## config.mk

```make
export PLATFORM = sky130hd
export DESIGN_NAME = nibble_serial_adder_ctrl
export DESIGN_NICKNAME = d
export VERILOG_FILES = /design/src/rtl/adder_ctrl_pkg.sv /design/src/rtl/adder_4bits.sv /design/src/rtl/nibble_serial_adder_ctrl.sv
export SDC_FILE = /design/constraint.sdc
export NUM_CORES = 1
export LEC_CHECK = 0
export CAP_MARGIN = 0
export CORE_UTILIZATION = 30
export CTS_BUF_LIST = sky130_fd_sc_hd__clkbuf_16
export CTS_CLUSTER_DIAMETER = 150
export DETAILED_ROUTE_END_ITERATION = 10
export PLACE_DENSITY = 0.52
export SYNTH_ARGS = -nofsm -noshare
export SYNTH_HDL_FRONTEND = slang
export SYNTH_SLANG_ARGS = --single-unit
```

## constraint.sdc

```tcl
create_clock -name clk -period 3.05 [get_ports clk]
set_input_delay 0.61 -clock clk [delete_from_list [all_inputs] [get_ports clk]]
set_output_delay 0.61 -clock clk [all_outputs]
set_load 0.05 [all_outputs]
```

## src/rtl/adder_ctrl_pkg.sv

```systemverilog
// Shared types and sizing helpers for the nibble-serial adder sequencer.
package adder_ctrl_pkg;

  typedef enum logic [1:0] {
    IDLE = 2'd0,
    RUN  = 2'd1,
    DONE = 2'd2
  } state_t;

  localparam int unsigned NIBBLE_W = 4;

  function automatic int unsigned nib_steps(input int unsigned width);
    return width / NIBBLE_W;
  endfunction

endpackage

```

## src/rtl/adder_4bits.sv

```systemverilog
// Combinational 4-bit ripple-carry adder slice.
module adder_4bits (
  input  logic [3:0] a,
  input  logic [3:0] b,
  input  logic       cin,
  output logic [3:0] s,
  output logic       cout
);

  logic c;

  always_comb begin
    s = '0;
    c = cin;
    for (int i = 0; i < 4; i++) begin
      s[i] = a[i] ^ b[i] ^ c;
      c    = (a[i] & b[i]) | (c & (a[i] ^ b[i]));
    end
    cout = c;
  end

endmodule

```

## src/rtl/nibble_serial_adder_ctrl.sv

```systemverilog
// Adds two WIDTH-bit operands one nibble per cycle through a single 4-bit slice,
// with valid/ready handshakes on operand and result sides.
module nibble_serial_adder_ctrl
  import adder_ctrl_pkg::*;
#(
  parameter int unsigned WIDTH = 16
) (
  input  logic             clk,
  input  logic             reset,
  input  logic             in_valid,
  output logic             in_ready,
  input  logic [WIDTH-1:0] A,
  input  logic [WIDTH-1:0] B,
  input  logic             Cin,
  output logic             out_valid,
  input  logic             out_ready,
  output logic [WIDTH-1:0] SUM,
  output logic             COUT,
  output logic             V,
  output logic             busy
);

  localparam int unsigned NIB    = nib_steps(WIDTH);
  localparam int unsigned STEP_W = $clog2(NIB);
  localparam logic [STEP_W-1:0] LAST_STEP = STEP_W'(NIB - 1);

  state_t state_q;
  state_t state_d;

  logic [NIB-1:0][NIBBLE_W-1:0] a_q;
  logic [NIB-1:0][NIBBLE_W-1:0] b_q;
  logic [NIB-1:0][NIBBLE_W-1:0] sum_q;
  logic                         carry_q;
  logic [STEP_W-1:0]            step_q;
  logic [NIBBLE_W-1:0]          slice_s;
  logic                         slice_cout;

  adder_4bits u_slice (
    .a    (a_q[step_q]),
    .b    (b_q[step_q]),
    .cin  (carry_q),
    .s    (slice_s),
    .cout (slice_cout)
  );

  assign SUM = sum_q;

  // Next-state decode
  always_comb begin
    state_d = state_q;
    case (state_q)
      IDLE:    if (in_valid) state_d = RUN;
      RUN:     if (step_q == LAST_STEP) state_d = DONE;
      DONE:    if (out_ready) state_d = IDLE;
      default: state_d = IDLE;
    endcase
  end

  // State, datapath and registered handshake outputs
  always_ff @(posedge clk) begin
    if (reset) begin
      state_q   <= IDLE;
      a_q       <= '0;
      b_q       <= '0;
      sum_q     <= '0;
      carry_q   <= 1'b0;
      step_q    <= '0;
      COUT      <= 1'b0;
      V         <= 1'b0;
      in_ready  <= 1'b1;
      out_valid <= 1'b0;
      busy      <= 1'b0;
    end else begin
      state_q   <= state_d;
      in_ready  <= (state_d == IDLE);
      out_valid <= (state_d == DONE);
      busy      <= (state_d != IDLE);
      case (state_q)
        IDLE: begin
          if (in_valid) begin
            a_q     <= A;
            b_q     <= B;
            carry_q <= Cin;
            sum_q   <= '0;
            step_q  <= '0;
          end
        end
        RUN: begin
          sum_q[step_q] <= slice_s;
          carry_q       <= slice_cout;
          step_q        <= step_q + STEP_W'(1);
          // Overflow uses the MSB of the final nibble as it is written
          if (step_q == LAST_STEP) begin
            COUT <= slice_cout;
            V    <= (a_q[NIB-1][NIBBLE_W-1] == b_q[NIB-1][NIBBLE_W-1]) &&
                    (slice_s[NIBBLE_W-1] != a_q[NIB-1][NIBBLE_W-1]);
          end
        end
        default: ;
      endcase
    end
  end

endmodule

```

==> impl_metrics.yaml <==
clock_tree:
  cts_made_buffers: 9
  clkTransAtPathRegs_ns: 0.05
  clock_path_buffers: 2
  htreeDepth: 3
  cts_sinks: 58
  cts_tree: "built"
  clock-root-buffer: "clkbuf_16"
  clock_latency_ns: 0.32
power_and_ir_drop:
  pwr-share-seq_pct: 42.2
  cellPowerDensity_nw_per_um2: 562
  ir_drop_v: 0.000262
  p_leak_nw: 1.33
  combPwrFrac_pct: 14.0
  p_clk_share_pct: 43.8
  power_switching_share_pct: 24.6
  switching_power_mw: 0.480
  p_int_mw: 1.47
timing:
  slew_viol_final: 0
  hold_violations: 0
  fin_crit_ns: 2.88
  setup_violations: 0
  slew-limit-headroom_pct: 53.8
  rsz0062_at_grt: "false"
  finalCritPeriodShare_pct: 94.5
  setup_tns_ns: 0
  skew_ns: 0.00666
  worst_pin_slew_ns: 0.693
  fmaxAchievable_mhz: 347
worst_setup_path:
  end_kind: "register"
  cp_max_fo: 6
  path_class: "register to register"
  required_ns: 3.24
  cp-start-kind: "register"
  cp.arrival_ns: 3.07
floorplanning:
  ios: 58
  coreArea_um2: 8300
  die_area_um2: 9000
  num_rows: 33
  start_util_pct: 31.2
  die_w_um: 94.9
  fp.dieH_um: 94.9
global_route:
  antenna_found_initial: 0
  grt_pass1_wl_um: 9160
  overflow: 0
  grt_start_max_net_pins: 38
  grt_usage_pct: 13.7
  grt_pass1_vias: 1897
layout:
  final_nets: 350
  stdcell_area_um2: 3470
  syn_to_final_growth_pct: 34.0
  num_antenna_cells: 0
  layout.cells.non_filler: 415
  layout-drive-gt1-share_pct: 10.0
route:
  routedWlPerCell_um: 13.2
  drt_pass1_iterations: 4
  viasPerCell: 4.53
  drc_errors: 0
  ant_nets: 0
  dr.first_iter.drc_count: 50
  vias: 1878
  wl_um: 5480
logic_synthesis:
  synth_most_common_cell: "dfxtp_1"
  synthesis.instances: 246
  synth-seq-cells: 58
  synth_commonest_cells: "dfxtp_1 (58), nor2_1 (37), mux2i_1 (34)"
  ys_types: 30
  yosysTopAreaCell: "dfxtp_1"
  synthTopCellsByArea: "dfxtp_1 (45%), mux2i_1 (13%), mux4_2 (7.0%)"
  synth.top_cell.area_share_pct: 44.9
  synth_ff_type: "dfxtp_1"
  synth-edff-count: 0
  synth_nets: 291
  async_reset_ff_share_pct: 0
  ys_warn_count: 0
  ys_seq_area_share_pct: 44.9
  syn_avg_cell_area_um2: 10.5
  synth_area_um2: 2590
placement:
  io_buffers: 57
  dp_cells: 399
  dpl.hpwl_um: 3940
  globalplace.congestion: 0.718
  place_area_um2: 3210
min_path:
  holdCritPathClass: "register to register"
job:
  cap_violations: 0
status:
  status: "complete, no violations"
-- sequential cells by signal, indices dropped and copies added (netlist names) --
signal	count
SUM	16
carry_q	1
a_q	16
V	1
in_ready	1
COUT	1
step_q	2
state_q	2
busy	1
b_q	16
out_valid	1
-- placed cells by master, fill, tap and decap left out, types with 2 or more instances in the layout --
master	netlist	final
nand3b_1	9	9
nand2b_1	16	16
o21a_1	3	3
ha_1	4	4
dfxtp_1	58	57
buf_4	0	6
fa_1	4	4
a21oi_1	6	6
clkdlybuf4s50_1	0	56
nor2b_1	4	4
a211oi_1	2	2
inv_1	10	13
clkinv_2	0	3
nand3_1	9	9
nor2_1	37	37
clkbuf_16	0	9
o21ai_0	16	16
mux4_2	8	8
mux2i_1	34	34
-- worst paths after layout --
path | start | end | slack (ns) | depth (start not counted)
worst max register to register | step_q[0] | V | 0.17 | 10
worst min-delay path | SUM[6] | SUM[6] | 0.47 | 2
worst max-delay path | step_q[0] | V | 0.17 | 10
worst min register to register | SUM[6] | SUM[6] | 0.47 | 2
-- power by group through the flow --
stage | logic, mW | registers, mW | clock network (mW)
finish | 0.274 | 0.823 | 0.854
global route | 0.301 | 0.826 | 0.915
detailed placement | 0.276 | 0.839 | 0
floorplan | 0.177 | 0.846 | 0
CTS | 0.278 | 0.823 | 0.878
global placement | 0.273 | 0.839 | 0
-- per-layer routing --
layer	global-route usage, %	wire length [µm]
met5	0	0
met4	4.55	27
met3	5.64	300
met2	20.9	2490
met1	17.4	2670
-- through the flow --
step           hold slack [ns]  utilization (%)  worst slack [ns]  power (mW)
6_report                 0.469             41.8             0.169        1.95
5_1_grt                  0.486             41.8           0.00707        2.04
4_1_cts                  0.476             41.7           0.00166        1.98
3_5_place_dp             0.467             38.7            0.0157        1.12
3_3_place_gp             0.463             38.7            0.0859        1.11
2_1_floorplan            0.455                -            0.0756        1.02
-- worst max-delay path, cell delays in order (launching register included) --
cell and delay (ns):
dfxtp_4 0.39, mux4_2 0.51, inv_1 0.09, fa_1 0.18, fa_1 0.16, inv_1 0.05, fa_1 0.39, fa_1 0.51
and3b_1 0.18, a211oi_1 0.22, nor3_1 0.08
-- repair_timing --
action | CTS | global route
setup endpoints to repair | 0 | 1
setup buffers | 0 | 0
resized for setup | 0 | 2
hold buffers | 0 | 0
-- cells by family (layout without fill, tap and decap cells) --
kind of cell	Yosys count	in the layout	share of synthesized area, %
compound gates	31	31	7.01
fa+ha+maj	8	8	5.03
simple gates	82	82	16.6
mux	42	42	20.1
buf+inv	25	89	6.33
flops	58	58	44.9
-- cell type report --
| cell class | count | area, µm² |
|---|---|---|
| Tap cell | 105 | 131 |
| Sequential cell | 58 | 1160 |
| Inverter | 10 | 37.5 |
| Multi-Input combinational cell | 163 | 1270 |
| Clock inverter | 7 | 30.0 |
| Clock buffer | 9 | 225 |
| Fill cell | 845 | 4830 |
| Timing Repair Buffer | 63 | 611 |
No activity file was read; power rests on OpenSTA's default activity.
